==> config.mk <==
export PLATFORM = sky130hd
export DESIGN_NAME = hand_receiver
export DESIGN_NICKNAME = d
export VERILOG_FILES = /design/src/rtl/bj_pkg.sv /design/src/rtl/card_value_decoder.sv /design/src/rtl/hand_receiver.sv
export SDC_FILE = /design/constraint.sdc
export NUM_CORES = 1
export LEC_CHECK = 0
export BUFFER_PORTS_ARGS = -buffer_cell sky130_fd_sc_hd__buf_2
export CAP_MARGIN = 20
export CORE_MARGIN = 2
export CORE_UTILIZATION = 40
export CTS_CLUSTER_DIAMETER = 100
export DETAILED_ROUTE_END_ITERATION = 8
export HOLD_SLACK_MARGIN = 0.1
export PLACE_DENSITY = 0.67
export SKIP_CTS_REPAIR_TIMING = 1
export SLEW_MARGIN = 5
export SYNTH_ARGS = -nofsm -noshare
export SYNTH_HDL_FRONTEND = slang
export SYNTH_SLANG_ARGS = --single-unit
==> constraint.sdc <==
create_clock -name clk_i -period 6.34 [get_ports clk_i]
set_input_delay 0.634 -clock clk_i [delete_from_list [all_inputs] [get_ports clk_i]]
set_output_delay 0.634 -clock clk_i [all_outputs]
set_load 0.05 [all_outputs]
==> src/rtl/bj_pkg.sv <==
// Shared blackjack definitions: card byte layout, rank codes, scoring
// constants, hand FSM state type and the best-score helpers.
package bj_pkg;

    // Card byte layout: [7:6] deck, [5:4] suit, [3:0] rank
    localparam int CARD_RANK_LSB = 0;
    localparam int CARD_RANK_MSB = 3;
    localparam int CARD_SUIT_LSB = 4;
    localparam int CARD_SUIT_MSB = 5;
    localparam int CARD_DECK_LSB = 6;
    localparam int CARD_DECK_MSB = 7;

    // Rank codes; 0 is the dealer's exhausted-deck code, 14..15 never dealt
    localparam logic [3:0] RANK_NONE = 4'd0;
    localparam logic [3:0] RANK_ACE  = 4'd1;
    localparam logic [3:0] RANK_TEN  = 4'd10;
    localparam logic [3:0] RANK_KING = 4'd13;

    localparam logic [4:0] BJ_TARGET = 5'd21;
    localparam logic [4:0] ACE_BONUS = 5'd10;

    typedef enum logic [2:0] {
        ST_IDLE,
        ST_REQ,
        ST_WAIT,
        ST_DECIDE,
        ST_DONE
    } state_e;

    // One ace may count as 11 only while that keeps the hand at or below 21.
    // The largest reachable hard sum is 30, so hard + bonus never wraps.
    function automatic logic is_soft(input logic [4:0] hard, input logic ace);
        return ace && (hard <= (BJ_TARGET - ACE_BONUS));
    endfunction

    function automatic logic [4:0] best_score(input logic [4:0] hard, input logic ace);
        return is_soft(hard, ace) ? (hard + ACE_BONUS) : hard;
    endfunction

endpackage

==> src/rtl/card_value_decoder.sv <==
// Rank-to-value decode: aces count 1 (bonus applied later), faces count 10,
// rank 0 and 14..15 are flagged invalid with a zero value.
module card_value_decoder
    import bj_pkg::*;
(
    input  logic [3:0] rank_i,
    output logic [3:0] value_o,
    output logic       is_ace_o,
    output logic       invalid_o
);

    // Pure lookup on the rank nibble
    always_comb begin
        value_o   = 4'd0;
        is_ace_o  = 1'b0;
        invalid_o = 1'b0;
        if (rank_i == RANK_NONE || rank_i > RANK_KING) begin
            invalid_o = 1'b1;
        end else if (rank_i == RANK_ACE) begin
            value_o  = 4'd1;
            is_ace_o = 1'b1;
        end else if (rank_i >= RANK_TEN) begin
            value_o = RANK_TEN;
        end else begin
            value_o = rank_i;
        end
    end

endmodule

==> src/rtl/hand_receiver.sv <==
// Player-side hand tracker: requests cards from the dealer, accumulates the
// hand, and closes it on stand, bust, 21, card limit or an invalid card.
module hand_receiver
    import bj_pkg::*;
#(
    parameter int MAX_CARDS = 11
) (
    input  logic       clk_i,
    input  logic       rst_i,
    input  logic       start_i,
    input  logic       hit_i,
    input  logic       stand_i,
    input  logic [7:0] card_i,
    output logic       request_card_o,
    output logic [4:0] score_o,
    output logic       soft_o,
    output logic [3:0] card_count_o,
    output logic       busy_o,
    output logic       done_o,
    output logic       bust_o,
    output logic       blackjack_o,
    output logic       error_o
);

    localparam logic [3:0] MAX_CNT = 4'(MAX_CARDS);

    state_e     state_q;
    logic [4:0] hard_q;
    logic       ace_q;
    logic [3:0] count_q;
    logic       bust_q;
    logic       bj_q;
    logic       err_q;

    logic [3:0] card_val;
    logic       card_ace;
    logic       card_bad;
    logic [4:0] hard_d;
    logic       ace_d;
    logic [3:0] count_d;
    logic [4:0] score_d;

    // Deck and suit are carried on the bus but play no part in scoring
    logic unused_card_bits;
    assign unused_card_bits = ^card_i[CARD_DECK_MSB:CARD_SUIT_LSB];

    card_value_decoder u_dec (
        .rank_i   (card_i[CARD_RANK_MSB:CARD_RANK_LSB]),
        .value_o  (card_val),
        .is_ace_o (card_ace),
        .invalid_o(card_bad)
    );

    // Hand as it would stand if the card on the bus were accepted this cycle
    always_comb begin
        hard_d  = hard_q + {1'b0, card_val};
        ace_d   = ace_q | card_ace;
        count_d = count_q + 4'd1;
        score_d = best_score(hard_d, ace_d);
    end

    // Hand FSM; all outputs decode from these registers, so reset clears
    // them (including the card request) without waiting for a clock
    always_ff @(posedge clk_i or negedge rst_i) begin
        if (!rst_i) begin
            state_q <= ST_IDLE;
            hard_q  <= '0;
            ace_q   <= 1'b0;
            count_q <= '0;
            bust_q  <= 1'b0;
            bj_q    <= 1'b0;
            err_q   <= 1'b0;
        end else begin
            case (state_q)
                ST_IDLE, ST_DONE: begin
                    if (start_i) begin
                        hard_q  <= '0;
                        ace_q   <= 1'b0;
                        count_q <= '0;
                        bust_q  <= 1'b0;
                        bj_q    <= 1'b0;
                        err_q   <= 1'b0;
                        state_q <= ST_REQ;
                    end
                end
                ST_REQ: state_q <= ST_WAIT;
                ST_WAIT: begin
                    if (card_bad) begin
                        err_q   <= 1'b1;
                        state_q <= ST_DONE;
                    end else begin
                        hard_q  <= hard_d;
                        ace_q   <= ace_d;
                        count_q <= count_d;
                        if (score_d > BJ_TARGET) begin
                            bust_q  <= 1'b1;
                            state_q <= ST_DONE;
                        end else if (score_d == BJ_TARGET) begin
                            // A natural only counts on the initial two-card deal
                            bj_q    <= (count_d == 4'd2);
                            state_q <= ST_DONE;
                        end else if (count_d == MAX_CNT) begin
                            state_q <= ST_DONE;
                        end else if (count_d < 4'd2) begin
                            state_q <= ST_REQ;
                        end else begin
                            state_q <= ST_DECIDE;
                        end
                    end
                end
                ST_DECIDE: begin
                    // Stand wins when both are raised together
                    if (stand_i)    state_q <= ST_DONE;
                    else if (hit_i) state_q <= ST_REQ;
                end
                default: state_q <= ST_IDLE;
            endcase
        end
    end

    assign request_card_o = (state_q == ST_REQ);
    assign busy_o         = (state_q == ST_REQ) || (state_q == ST_WAIT) || (state_q == ST_DECIDE);
    assign done_o         = (state_q == ST_DONE);
    assign score_o        = best_score(hard_q, ace_q);
    assign soft_o         = is_soft(hard_q, ace_q);
    assign card_count_o   = count_q;
    assign bust_o         = bust_q;
    assign blackjack_o    = bj_q;
    assign error_o        = err_q;

endmodule

# Word-level counts from Yosys, hierarchy flattened
# Index checks and enable logic that the tools add are counted.
classes:
  addsub: 4
  multipliers: 0
  div_mod_pow: 0
  magnitude_cmp: 6
  n_eq_ne: 15
  n_shift: 0
  muxes: 35
  bitwise: 1
  n_reduce_logical: 14
op_table:
  columns: ["cell", "count"]
  rows:
  - ["$mux 3", 7]
  - ["$mux 4", 5]
  - ["$mux 5", 4]
  - ["$ne 2x2->1 const B", 6]
  - ["$pmux 3 s4", 1]
  - ["$mux 1", 11]
  - ["$add 5x4->5 const B", 2]
  - ["$le 5x4->1 const B", 2]
  - ["$pmux 5 s2", 1]
  - ["$pmux 1 s2", 4]
  - ["$pmux 4 s2", 1]
  - ["$eq 3x2->1 const B", 2]
  - ["$reduce_and 3->1", 2]
  - ["$add 5x4->5", 1]
  - ["$eq 5x5->1 const B", 1]
  - ["$gt 5x5->1 const B", 1]
  - ["$reduce_and 5->1", 1]
  - ["$add 4x1->4 const B", 1]
  - ["$eq 4x1->1 const B", 1]
  - ["$eq 4x2->1 const B", 1]
  - ["$eq 4x4->1 const B", 1]
  - ["$ge 4x4->1 const B", 1]
  - ["$gt 4x4->1 const B", 1]
  - ["$logic_not 4->1", 1]
  - ["other kinds (13)", 16]
word_totals:
  reg_bits: 16
  latch_bits: 0
  ram_bits: 0
  mem_bits_ro: 0
  input_bits: 13
  out_inout_bits: 16
  word_cells: 82
  mem_count: 0

# Depth between registers and ports, before layout
logic_depth:
  depth_word: 13
  depth_mapped: 14
  ltp_nobuf: 14

# Cells and area by module
# A second synthesis with hierarchy kept.
hier_totals:
  cells_unflattened: 165
  area_unflattened_um2: 1447.6
by_module_without_submodules:
  columns: ["mod", "n_inst", "cells_per_inst", "area_per_inst_um2", "seq_area_each_um2"]
  rows:
  - ["hand_receiver", 1, 156, 1383.8, 400.4]
  - ["card_value_decoder", 1, 9, 63.8, 0.0]

# Worst setup path after synthesis
# No wires, ideal clock.
synth_path:
  path_kind: "input -> register"
  startpoint: "in card_i[1]"
  endpoint: "reg bj_q, in the netlist blackjack_o"
  arrival_ns: 3.305
  t_required_ns: 6.270
  slack_ns: 2.965
  path_stages: 13
  path_cell_list: "o21ai_0 -> and2_1 -> ha_1 -> inv_1 -> fa_1 -> xor2_2 -> inv_1 -> ha_1 -> nor4_2 -> mux2i_4 -> nand2_1 -> or4_1 -> nand3_1"
synth_via:
  elab_chain_cells: 11
synth_rtl:
  columns: ["element", "line", "text"]
  rows:
  - ["from (decl)", "hand_receiver.sv:13", "input logic [7:0] card_i,"]
  - ["$ge 4x4->1", "card_value_decoder.sv:22", "end else if (rank_i >= RANK_TEN) begin"]
  - ["$mux 4", "card_value_decoder.sv:22", null]
  - ["$mux 4", "card_value_decoder.sv:19", "end else if (rank_i == RANK_ACE) begin"]
  - ["$mux 4", "card_value_decoder.sv:17", "if (rank_i == RANK_NONE || rank_i > RANK_KING) begin"]
  - ["$add 5x4->5", "hand_receiver.sv:56", "hard_d = hard_q + {1'b0, card_val};"]
  - ["$le 5x4->1", "bj_pkg.sv:33", "return ace && (hard <= (BJ_TARGET - ACE_BONUS));"]
  - ["$logic_and 1x1->1", "bj_pkg.sv:33", null]
  - ["$mux 5", "bj_pkg.sv:37", "return is_soft(hard, ace) ? (hard + ACE_BONUS) : hard;"]
  - ["$gt 5x5->1 / $eq 5x5->1 (equally long branches)", "hand_receiver.sv:95, hand_receiver.sv:98", null]
  - ["$ne 2x2->1 (no source line)", null, null]
  - ["$reduce_and 5->1 (no source line) *", null, null]
  - ["to (signal assigned)", "hand_receiver.sv:100", "bj_q <= (count_d == 4'd2);"]
  - ["to (decl)", "hand_receiver.sv:32", "logic bj_q;"]
# Mark *: on every way between the ends. The rest lies on a longest branch, timed or not.
# A chain may end at the register's enable or synchronous reset.

# Worst setup path after layout
# Same ends and word-level chain as after synthesis.

==> impl_metrics.ini <==
[outcome]
run_status = complete, no violations

[setup_path]
cpLargestDelayFamily = simple AND/OR/NAND/NOR gates
crit_chain = buf_2 > o21ai_0 > and2_1 > ha_1 > inv_1 > fa_1 > xor2_2 > inv_1 > ha_1 > nor4_2 > mux2i_4 > nand2_1 > or4_1 > nand3_1
cpPeakStageDelay_ns = 0.47
startpoint_type = input port
slowest_stage = or4_1
critical_path_class = in2reg
cp_max_fo = 6
worst_setup_path_end_kind = flip-flop
critPathRequiredTime_ns = 6.57
critPathArrivalTime_ns = 3.68
path_buf_inv = 3

[global_route]
antenna_found_initial = 0
grt_pass1_vias = 1175
grt-ovfl-total = 0
global_route.usage.total_pct = 16.33
grt_pass1_wl_um = 5202
grt_max_degree = 24

[synthesis]
postSynthCellCount = 159
syn-cell-area_um2 = 1383
syn_area_per_cell_um2 = 8.695
yosysTopAreaCell = dfrtp_1
syn_nets = 184
yosys_warnings = 0
synth.distinct_cells = 50
synth_seq_cells = 16
yosysSeqAreaShare_pct = 28.96
yosys-top-cells-area = dfrtp_1, ha_1, nand3_1
synth_top_area_share_pct = 28.96

[final_layout]
diodes = 0
drive_gt1_share_pct = 22.95
finalInstanceArea_um2 = 1578
area_growth_pct = 14.12
finalNetCount = 209

[clocking]
cts_sinks = 16
path_clk_slew_ns = 0.10
cts_tree = yes
clock_path_buffers = 2
clock_latency_ns = 0.29
numCtsBuffers = 3
cts_root_buf = clkbuf_4
htreeDepth = 1

[floorplanning]
die_w_um = 62.79
ios = 29
chipHeight_um = 62.79
core_um2 = 3337
initial_core_util_pct = 41.43
die_area_um2 = 3943
row_count = 21

[timing]
max_slew_margin_pct = 51.11
tns_ns = 0
fin_skew_ns = 0.004433
clock.fmax_ghz = 0.2906
worst_pin_slew_ns = 0.7333
finalCriticalPeriod_ns = 3.441
hold_viol_final = 0
setup_viol = 0
drv_slew = 0
rsz0062_at_grt = false
finalCritPeriodShare_pct = 54.28

[route]
vias = 1189
wl_per_cell_um = 12.63
dr.pass1.iters = 4
drc = 0
drt-initial-drc-count = 46
vias_per_cell = 5.192
wirelength_um = 2893
antenna_left = 0

[placement]
gp_congestion = 0.8486
place_hpwl_um = 2277
place_area_um2 = 1541
port_buffers = 24

[min_path]
hold_class = in2async

[power]
power_density_nw_per_um2 = 469.3
p_leak_nw = 0.7724
vdd_drop_max_uv = 216.5

[job]
cap_violations = 0
==> worst paths after layout <==
path | from | endpoint | slack [ns] | cells after the start
worst max-delay path | card_i[1] | blackjack_o | 2.90 | 14
worst min-delay path | rst_i | card_count_o[2] | 0.23 | 1
worst max register to register | hard_q[1] | blackjack_o | 3.22 | 10
worst min register to register | bust_o | bust_o | 0.50 | 1
max in group asynchronous | rst_i | hard_q[4] | 5.84 | 1
min in group clk_i | bust_o | bust_o | 0.50 | 1
==> cell families after synthesis <==
logic type | after synthesis | synth area share [%]
xor gates and xnor gates | 7 | 4.978
buffers and inverters | 20 | 5.702
adders and majority gates | 12 | 11.40
DFF | 16 | 28.96
AOI/OAI and AO/OA | 40 | 20.63
muxes | 5 | 4.615
and+or+nand+nor | 59 | 23.71
==> power by group <==
part           internal (W)  switching [W]  total (W)
combinational      0.000162       0.000336   0.000498
sequential         0.000133      0.0000400   0.000173
clock             0.0000350      0.0000343  0.0000693
total              0.000330       0.000410   0.000740
==> through the flow <==
stage	util [%]	total power [W]	std cells	setup WS (ns)	hold slack, ns
5_1_grt	47.28	0.0008084	229	2.631	0.2481
3_5_place_dp	46.19	0.0006760	225	2.591	0.4757
6_report	47.28	0.0007405	229	2.899	0.2347
3_3_place_gp	46.19	0.0006619	225	2.649	0.4725
4_1_cts	47.28	0.0007493	229	2.879	0.2407
2_1_floorplan	-	0.0005749	159	2.965	0.3384
==> worst register-to-register path: stages, from the launching register on <==
cell     delay [ns]
dfrtp_1        0.50
inv_1          0.12
fa_1           0.49
xor2_2         0.24
inv_1          0.10
ha_1           0.22
nor4_2         0.40
mux2i_4        0.33
nand2_1        0.10
or4_1          0.47
nand3_1        0.10
==> sequential cells by signal (all words and copies together), names as in the netlist <==
register,cells
state_q,3
bust_o,1
error_o,1
ace_q,1
blackjack_o,1
card_count_o,4
hard_q,5
==> area by class of cell <==
| cell class | count | area [µm²] |
|---|---|---|
| Multi-Input combinational cell | 123 | 903.4 |
| Tap cell | 46 | 57.56 |
| Inverter | 16 | 60.06 |
| Sequential cell | 16 | 400.4 |
| Timing Repair Buffer | 24 | 120.1 |
| Fill cell | 345 | 1759 |
| Clock buffer | 4 | 36.28 |
==> synth_stat cells (all sizes together) <==
library cell and n:
nand3 14, nor2 9, or2 1, o211ai 2, o311ai 2, fa 1, nand2b 4, inv 16
and2 2, o21ai 15, clkbuf 3, a211oi 2, or4 1, a21oi 7, nor3b 1, a21boi 1
xor2 4, dfrtp 16, and3 2, a31oi 1, or3b 2, nor4 2, xnor2 3, o21ba 1
a31o 1, nor3 4, nand4 2, o21a 3, o211a 1, ha 11, a22o 1, mux2 1
o32ai 2, buf 1, nor2b 2, nand2 11, or3 2, a211o 1, mux2i 4
==> placed cells by master (no fill, tap or decap), types with 3 or more instances in the layout <==
cell type  Yosys  final
a21oi_1        5      5
buf_2          0     24
clkbuf_4       0      3
dfrtp_1       16     16
ha_1          11     11
inv_1         16     16
mux2i_1        3      3
nand2_1       11     11
nand2b_1       4      4
nand3_1       14     14
nor2_1         8      8
nor3_1         3      3
o21a_1         3      3
o21ai_0       14     14
xnor2_1        3      3
xor2_1         3      3
==> routing by layer <==
metal  share of wire, %  wire, µm  up-vias  track usage [%]
met5                  0         0        -                0
met4                1.6        46        0            6.667
met3                4.9       143        4            2.342
met2                 46      1342       26            26.75
met1                 47      1360      547            21.66
li1                   -         -      612                -
Power figures use the tool's default switching activity.
